## src/rtl/gpr_pkg.sv

```systemverilog
// Shared types and widths for the GPR writeback path: register geometry,
// writeback source identifiers and the registered write request.
package gpr_pkg;

  localparam int DATA_W   = 16;
  localparam int ADDR_W   = 3;
  localparam int NUM_REGS = 8;

  typedef enum logic {
    WB_SRC_ALU = 1'b0,
    WB_SRC_MEM = 1'b1
  } wb_src_e;

  typedef struct packed {
    logic [ADDR_W-1:0] dest;
    logic [DATA_W-1:0] data;
  } wb_req_t;

endpackage

```

## src/rtl/gpr_ld_scoreboard.sv

```systemverilog
// Per-register outstanding-load counters. Gates load issue so that no
// counter can wrap, and publishes a registered busy flag per register.
module gpr_ld_scoreboard
  import gpr_pkg::*;
#(
  parameter int CNT_W = 2
) (
  input  logic                clk,
  input  logic                rst,
  input  logic                ld_issue_valid,
  output logic                ld_issue_ready,
  input  logic [ADDR_W-1:0]   ld_issue_dest,
  input  logic                mem_grant,
  input  logic [ADDR_W-1:0]   mem_dest,
  output logic [NUM_REGS-1:0] busy
);

  localparam logic [CNT_W-1:0] CNT_MAX = '1;

  logic [NUM_REGS-1:0][CNT_W-1:0] r_cnt;
  logic [NUM_REGS-1:0][CNT_W-1:0] w_cnt_next;
  logic [NUM_REGS-1:0]            r_busy;
  logic [NUM_REGS-1:0]            w_up;
  logic [NUM_REGS-1:0]            w_dn;
  logic                           w_same_dec;
  logic                           w_inc;

  // A full counter may still accept an issue when a return to the same
  // register retires one load in the same cycle.
  assign w_same_dec     = mem_grant && (mem_dest == ld_issue_dest);
  assign ld_issue_ready = !rst && ((r_cnt[ld_issue_dest] != CNT_MAX) || w_same_dec);
  assign w_inc          = ld_issue_valid && ld_issue_ready;

  generate
    for (genvar gi = 0; gi < NUM_REGS; gi++) begin : g_cnt
      assign w_up[gi] = w_inc && (ld_issue_dest == ADDR_W'(gi));
      assign w_dn[gi] = mem_grant && (mem_dest == ADDR_W'(gi));
      // A return to an idle register is a protocol error and leaves it at 0.
      assign w_cnt_next[gi] =
        (w_up[gi] && !w_dn[gi])                        ? r_cnt[gi] + CNT_W'(1) :
        (w_dn[gi] && !w_up[gi] && (r_cnt[gi] != '0))   ? r_cnt[gi] - CNT_W'(1) :
                                                         r_cnt[gi];
    end
  endgenerate

  always_ff @(posedge clk) begin
    if (rst) begin
      r_cnt  <= '0;
      r_busy <= '0;
    end else begin
      r_cnt <= w_cnt_next;
      for (int i = 0; i < NUM_REGS; i++) begin
        r_busy[i] <= (w_cnt_next[i] != '0);
      end
    end
  end

  assign busy = r_busy;

endmodule

```

## src/rtl/gpr_wb_arbiter.sv

```systemverilog
// Two-source writeback arbiter (ALU / load return) for the GPR write port.
// Define GPR_WB_MEM_PRIO_EN for fixed load-return priority instead of round-robin.
module gpr_wb_arbiter
  import gpr_pkg::*;
#(
  parameter int CNT_W = 2
) (
  input  logic                clk,
  input  logic                rst,
  input  logic                alu_valid,
  output logic                alu_ready,
  input  logic [ADDR_W-1:0]   alu_dest,
  input  logic [DATA_W-1:0]   alu_data,
  input  logic                mem_valid,
  output logic                mem_ready,
  input  logic [ADDR_W-1:0]   mem_dest,
  input  logic [DATA_W-1:0]   mem_data,
  input  logic                ld_issue_valid,
  output logic                ld_issue_ready,
  input  logic [ADDR_W-1:0]   ld_issue_dest,
  output logic                gpr_write_en,
  output logic [ADDR_W-1:0]   gpr_write_dest,
  output logic [DATA_W-1:0]   gpr_write_data,
  output logic [NUM_REGS-1:0] busy
);

  logic    w_alu_gnt;
  logic    w_mem_gnt;
  logic    r_wr_en;
  wb_req_t r_wr;

`ifndef GPR_WB_MEM_PRIO_EN
  wb_src_e r_last_grant;
`endif

  // Nothing is accepted while reset is held, so no write can leak past it.
  always_comb begin
    w_alu_gnt = 1'b0;
    w_mem_gnt = 1'b0;
    if (!rst) begin
`ifdef GPR_WB_MEM_PRIO_EN
      w_mem_gnt = mem_valid;
      w_alu_gnt = alu_valid && !mem_valid;
`else
      if (alu_valid && mem_valid) begin
        w_alu_gnt = (r_last_grant == WB_SRC_MEM);
        w_mem_gnt = (r_last_grant == WB_SRC_ALU);
      end else begin
        w_alu_gnt = alu_valid;
        w_mem_gnt = mem_valid;
      end
`endif
    end
  end

  assign alu_ready = w_alu_gnt;
  assign mem_ready = w_mem_gnt;

  always_ff @(posedge clk) begin
    if (rst) begin
      r_wr_en <= 1'b0;
      r_wr    <= '0;
    end else begin
      r_wr_en <= w_alu_gnt || w_mem_gnt;
      if (w_alu_gnt) begin
        r_wr <= '{dest: alu_dest, data: alu_data};
      end else if (w_mem_gnt) begin
        r_wr <= '{dest: mem_dest, data: mem_data};
      end
    end
  end

`ifndef GPR_WB_MEM_PRIO_EN
  always_ff @(posedge clk) begin
    if (rst) begin
      r_last_grant <= WB_SRC_MEM;
    end else if (w_alu_gnt) begin
      r_last_grant <= WB_SRC_ALU;
    end else if (w_mem_gnt) begin
      r_last_grant <= WB_SRC_MEM;
    end
  end
`endif

  // Gating with rst drops a write that was registered just before reset.
  assign gpr_write_en   = r_wr_en && !rst;
  assign gpr_write_dest = r_wr.dest;
  assign gpr_write_data = r_wr.data;

  gpr_ld_scoreboard #(
    .CNT_W (CNT_W)
  ) u_ld_scoreboard (
    .clk            (clk),
    .rst            (rst),
    .ld_issue_valid (ld_issue_valid),
    .ld_issue_ready (ld_issue_ready),
    .ld_issue_dest  (ld_issue_dest),
    .mem_grant      (w_mem_gnt),
    .mem_dest       (mem_dest),
    .busy           (busy)
  );

endmodule
```

## config.mk

```make
export PLATFORM = sky130hd
export DESIGN_NAME = gpr_wb_arbiter
export DESIGN_NICKNAME = d
export VERILOG_FILES = /design/src/rtl/gpr_pkg.sv /design/src/rtl/gpr_ld_scoreboard.sv /design/src/rtl/gpr_wb_arbiter.sv
export SDC_FILE = /design/constraint.sdc
export NUM_CORES = 1
export LEC_CHECK = 0
export BUFFER_PORTS_ARGS = -buffer_cell sky130_fd_sc_hd__buf_2
export CAP_MARGIN = 10
export CORE_MARGIN = 5
export CORE_UTILIZATION = 55
export CTS_CLUSTER_DIAMETER = 120
export DETAILED_ROUTE_END_ITERATION = 12
export PLACE_DENSITY = 0.9
export SYNTH_ARGS = -nofsm -noshare
export SYNTH_HDL_FRONTEND = slang
export SYNTH_SLANG_ARGS = --single-unit
```

## constraint.sdc

```tcl
create_clock -name clk -period 3.55 [get_ports clk]
set_clock_uncertainty 0.1 [all_clocks]
set_input_delay 0.355 -clock clk [delete_from_list [all_inputs] [get_ports clk]]
set_output_delay 0.355 -clock clk [all_outputs]
set_load 0.02 [all_outputs]
```

== After elaboration in Yosys (flattened, before gate mapping) ==
Cells that the tools add are included.

* Input port bits: 46
* Logic and storage cells: 156
* Register bits: 45
* Output and inout port bits: 31

* Eq/ne operators: 16
* Add/sub/neg operators: 16
* Reduce and logical (&&, ||, !) cells: 83
* Magnitude comparators: 1
* Mux-type cells: 26
* Bitwise gates (word level): 1

{| class="wikitable"
|+ Operators by type and width
! operator !! count
|-
| logical AND 1 bit || 45
|-
| 2-to-1 mux 19 bit || 2
|-
| 2-to-1 mux 2 bit || 17
|-
| nonzero test 2 bit || 17
|-
| == test 3 bit (second input constant) || 8
|-
| zero test 1 bit || 17
|-
| adder 2 x 1 -> 2 bit (second input constant) || 8
|-
| subtractor 2 x 1 -> 2 bit (second input constant) || 8
|-
| == test 3 x 2 -> 1 bit (second input constant) || 4
|-
| binary-select mux 2 bit (select 3 bit) || 1
|-
| == test 3 x 1 -> 1 bit (second input constant) || 2
|-
| zero test 3 bit || 2
|-
| 2-to-1 mux 1 bit || 6
|-
| less-than comparator 3 x 4 -> 1 bit (second input constant) || 1
|-
| == test 3 bit || 1
|-
| logical OR 1 bit || 2
|-
| inequality test 2 bit (second input constant) || 1
|-
| inverter 1 bit || 1
|}

== Logic depth before layout (Yosys ltp) ==
* Depth after elaboration: 14
* Gate-level depth with buffers: 9
* Mapped depth without buffers: 8

== Hierarchy ==
Synthesis repeated with hierarchy kept, for this count alone.

* Cells, all modules: 305
* Area, all modules: 2638.8 um^2

{| class="wikitable"
|+ By module, submodules not included
! module !! cells each !! times used !! area each (um^2)
|-
| gpr_ld_scoreboard || 203 || 1 || 1624.1
|-
| gpr_wb_arbiter || 102 || 1 || 1014.7
|}

== Least setup slack after synthesis ==
No wires, ideal clock.

* Kind: input to output
* From: input ld_issue_dest[1]
* To: output ld_issue_ready
* Data required time: 3.095 ns
* Data arrival time: 1.676 ns
* Path slack: 1.419 ns
* Stages on the path: 6
* Path buffers: 2
* Cell sequence: buf_2 -> buf_2 -> nand3_1 -> o21ai_0 -> mux4_2 -> a21oi_1

* Cells in the longest elaborated chain, start to end: 5
* Elaborated cells on any way between the ends: 7
* Those cells by class: eq/ne: 2; mux: 2; reduce/logical: 3

{| class="wikitable"
|+ Ends and longest elaborated chain
! what !! line !! source
|-
| start: declaration || gpr_wb_arbiter.sv:20 || <nowiki>input logic [ADDR_W-1:0] ld_issue_dest,</nowiki>
|-
| binary-select mux 2 bit (select 3 bit) || gpr_ld_scoreboard.sv:31 || <nowiki>assign ld_issue_ready = !rst && ((r_cnt[ld_issue_dest] != CNT_MAX) || w_same_dec);</nowiki>
|-
| 2-to-1 mux 2 bit (implied by the code) || gpr_ld_scoreboard.sv:31 ||
|-
| inequality test 2 bit || gpr_ld_scoreboard.sv:31 ||
|-
| logical OR 1 bit (*) || gpr_ld_scoreboard.sv:31 ||
|-
| logical AND 1 bit (*) || gpr_ld_scoreboard.sv:31 ||
|-
| end: declaration || gpr_wb_arbiter.sv:19 || <nowiki>output logic ld_issue_ready,</nowiki>
|}

Every way passes the cells marked *; elsewhere a longest branch is shown, timed or not. The select of a mux whose other input is x is not followed.

== Final worst setup path ==
* From: input mem_valid
* To: output mem_ready

* Cells in the longest elaborated chain, start to end: 3

{| class="wikitable"
|+ Ends and longest elaborated chain
! what !! line !! source
|-
| start: declaration || gpr_wb_arbiter.sv:14 || <nowiki>input logic mem_valid,</nowiki>
|-
| logical AND 1 bit || gpr_wb_arbiter.sv:45 || <nowiki>if (alu_valid && mem_valid) begin</nowiki>
|-
| 2-to-1 mux 1 bit (*) || gpr_wb_arbiter.sv:45 ||
|-
| 2-to-1 mux 1 bit (*) || gpr_wb_arbiter.sv:40 || <nowiki>if (!rst) begin</nowiki>
|-
| end: declaration || gpr_wb_arbiter.sv:15 || <nowiki>output logic mem_ready,</nowiki>
|}

Every way passes the cells marked *; elsewhere a longest branch is shown, timed or not.

==> metrics.md <==
| Metric | Value |
|---|---|
| Status | `finished, final reports clean` |
| Post-synthesis sequential area ratio | `35.73%` |
| Sw Ratio | `around 27%` |
| Leak | `~1.3 nW` |
| GRT overflow | `0` |
| WL per Instance | `14.28 um` |
| Max clock buf depth | `2` |
| CTS resizes | `0` |
| Avg Cell Area, Syn | `8.029 um^2` |
| Via density | `5.667` |
| Final Cycle Share | `a little under 70%` |
| Die Y | `roughly 80 um` |
| Boundary Pins | `77` |
| Fraction of registers with async set/reset | `0%` |
| Initial Util | `57.11%` |
| Post-CTS setup buffers | `0` |
| Nets | `approximately 440` |
| Area of the multi-input gates | `roughly 1500 um^2` |
| Least-Margin Pin Slew | `646.5 ps` |
| Register share of total power | `a little under half` |
| Final antenna-violating net count | `0` |
| Share of cells above drive strength 1 | `25.52%` |
| Ys Warns | `0` |
| Slowest cell on the critical path | `nor2b_1` |
| CP Cell Sequence | `buf_2 -> nor2b_1 -> nand2_2 -> inv_2 -> buf_2` |
| Internal cell power | `848.0 uW` |
| First-pass detailed-route iteration total | `5` |
| GR Util All Layers | `20.82%` |
| Antenna violations before repair | `0` |
| Layout area overhead | `19.90%` |
| CTS Root Buffer Type | `clkbuf_8` |
| Die width | `slightly below 80 um` |
| Register area | `around 900 um^2` |
| Buffers on Ports | `76` |
| DR DRC count | `0` |
| EDFF count, synth | `0` |
| Pin count of the biggest net entering global routing | `46` |
| Final hold vios | `0` |
| GPL Wtd Cong | `roughly 0.81` |
| Max Cap Viol | `0` |
| Mapped cell area | `2521 um^2` |
| First-pass GRT wire length | `about 11000 um` |
| Slew Viols, Final | `0` |
| Max VDD drop | `0.0002497 V` |
| Min Tclk post-route | `around 2400 ps` |
| DRT iter0 DRCs | `slightly above 200` |
| Syn Nets | `368` |
| RSZ-0062 raised after global routing | `false` |
| CP max stage delay | `roughly 520 ps` |
| Layout Utilization | `68.48%` |
| Synth cell types | `52` |
| Clk_lat worst skew | `300 ps` |
| Die Area | `~6000 um^2` |
| CORE AREA | `approximately 4400 um^2` |
| Crit start category | `input pin` |
| Hold-fix buffers, CTS | `0` |
| Clock sink total | `45` |
| Reg clk slew, reported paths | `around 70 ps` |
| Gate power share | `roughly a fifth` |
| Net Sw Power | `approximately 320 uW` |
| Core Rows | `24` |
| Critical path class | `in2out` |
| Maximum clock rate | `~410 MHz` |
| Clk pwr share | `33.8%` |
| Critical path required time | `just over 3000 ps` |
| Cells after synthesis | `roughly 310` |
| Vias | `around 2.5k` |
| Top FF cell, synth | `dfxtp_1` |
| ANT cells | `0` |
| Crit path top cell by count | `buf_2` |
| CTS buffer count | `5` |
| Crit path max fanout | `23` |
| DPL Wire Length | `4696 um` |
| CP arrival | `~2000 ps` |
| DRT Wirelength | `between 6000 and 7000 um` |
| # setup viols final | `0` |
| Setup crit end kind | `output port` |
| Fillers | `around 360` |
| H-tree levels | `2` |
| Relative slew slack | `roughly 56%` |
| Synth Register Bits | `45` |
| TritonCTS clock tree | `done` |
| Setup TNS | `0 ps` |
| Vias in the first global route | `roughly 2.4k` |
| PwrDens | `about 390 nW/um^2` |
| Hold/Removal Path Class | `in2reg` |
==> cell usage after synthesis (2+ instances only) <==
| cell type | count | share of area [%] |
|---|---|---|
| clkbuf_1 | 10 | 1.5 |
| dfxtp_1 | 45 | 36 |
| o31ai_1 | 5 | 1.5 |
| inv_1 | 21 | 3.1 |
| o21ai_0 | 8 | 1.6 |
| a211oi_1 | 3 | 0.89 |
| nor2b_1 | 7 | 1.7 |
| nand2_1 | 43 | 6.4 |
| nand2b_1 | 3 | 0.74 |
| mux2_2 | 3 | 1.3 |
| o21a_1 | 4 | 1.2 |
| nor3_1 | 10 | 2.0 |
| a311oi_1 | 12 | 4.2 |
| nor4_1 | 2 | 0.50 |
| xnor2_1 | 10 | 3.5 |
| buf_2 | 3 | 0.60 |
| nor2_1 | 31 | 4.6 |
| mux2i_1 | 5 | 2.0 |
| o21ai_2 | 3 | 1.0 |
| a22oi_1 | 9 | 2.7 |
| o31a_1 | 2 | 0.69 |
| a21oi_1 | 17 | 3.4 |
| nand3_1 | 6 | 1.2 |
| o21bai_1 | 2 | 0.60 |
| ha_1 | 8 | 4.0 |
| nor4b_1 | 2 | 0.69 |
| nand4_1 | 4 | 0.99 |
| a31oi_1 | 6 | 1.5 |
| and2_1 | 5 | 1.2 |
| nor3b_1 | 3 | 0.89 |
==> area by class of cell <==
class	count	share of cell area, %
Clock inverter	1	0.9934
Multi-Input combinational cell	231	48.39
Tap cell	52	2.152
Sequential cell	45	29.80
Inverter	22	2.732
Clock buffer	7	2.856
Timing Repair Buffer	78	13.08
==> power by group through the flow <==
stage                     sequential (mW)  combinational, mW  clock, mW
after floorplan                     0.589              0.116          0
after global placement              0.562              0.215          0
after detailed placement            0.562              0.222          0
after CTS                           0.551              0.222      0.399
after global routing                0.555              0.245      0.426
final                               0.551              0.222      0.394
==> per-stage QoR <==
step                std cells  cell area [um^2]  worst slack [ps]  power [mW]  hold WS (ps)
global route              436              3023              1026       1.226         211.4
detailed placement        428              2907             913.9      0.7833         351.1
global placement          428              2907             990.0      0.7762         339.9
CTS                       436              3023              1145       1.173         210.5
finish                    436              3023              1127       1.167         214.9
floorplan                 314              2521              1419      0.7056         413.1
==> registers in the layout, summed over array words and instances, names as in the netlist <==
signal and cells:
gpr_write_data 16, gpr_write_dest 3, r_last_grant 1, r_wr_en 1, u_ld_scoreboard.busy 8, u_ld_scoreboard.r_cnt 16
==> placed cells by master (no fill, tap or decap), types with 6 or more instances in the layout <==
| cell | count |
|---|---|
| nor2_1 | 31 |
| nand2_1 | 43 |
| xnor2_1 | 10 |
| inv_1 | 21 |
| nand3_1 | 6 |
| clkbuf_8 | 6 |
| dfxtp_1 | 45 |
| a31oi_1 | 6 |
| a21oi_1 | 17 |
| nor3_1 | 10 |
| a311oi_1 | 12 |
| nor2b_1 | 7 |
| a22oi_1 | 9 |
| o21ai_0 | 7 |
| ha_1 | 8 |
| buf_2 | 76 |
==> critical path, delay by kind of cell <==
family        cells  cell delay (ps)
simple gates      2              840
buf+inv           3              750
==> kinds of logic after synthesis <==
logic type	synth area share, %
buffers and inverters	6.253
multiplexers	4.218
AND/OR/NAND/NOR	24.91
XOR/XNOR	3.821
adder cells (fa/ha/maj)	3.970
flip-flops	35.73
AO/OA/AOI/OAI	21.09
==> metal layers <==
metal  global-route usage [%]  up-vias  routed length, um
met5                        0        -                  0
met4                    6.873        0                118
met3                    5.324       13                449
met2                    35.73       82               3005
met1                    25.21     1127               2653
li1                         -     1249                  -
==> worst paths after layout <==
path | startpoint | endpoint | slack, ps | cells past startpoint
worst min register to register | gpr_write_dest[0] | gpr_write_dest[0] | 360 | 2
worst min-delay path | mem_data[0] | gpr_write_data[0] | 210 | 3
worst max-delay path | mem_valid | mem_ready | 1130 | 5
worst max register to register | r_last_grant | u_ld_scoreboard.busy[0] | 1350 | 7
Power figures use the tool's default switching activity.
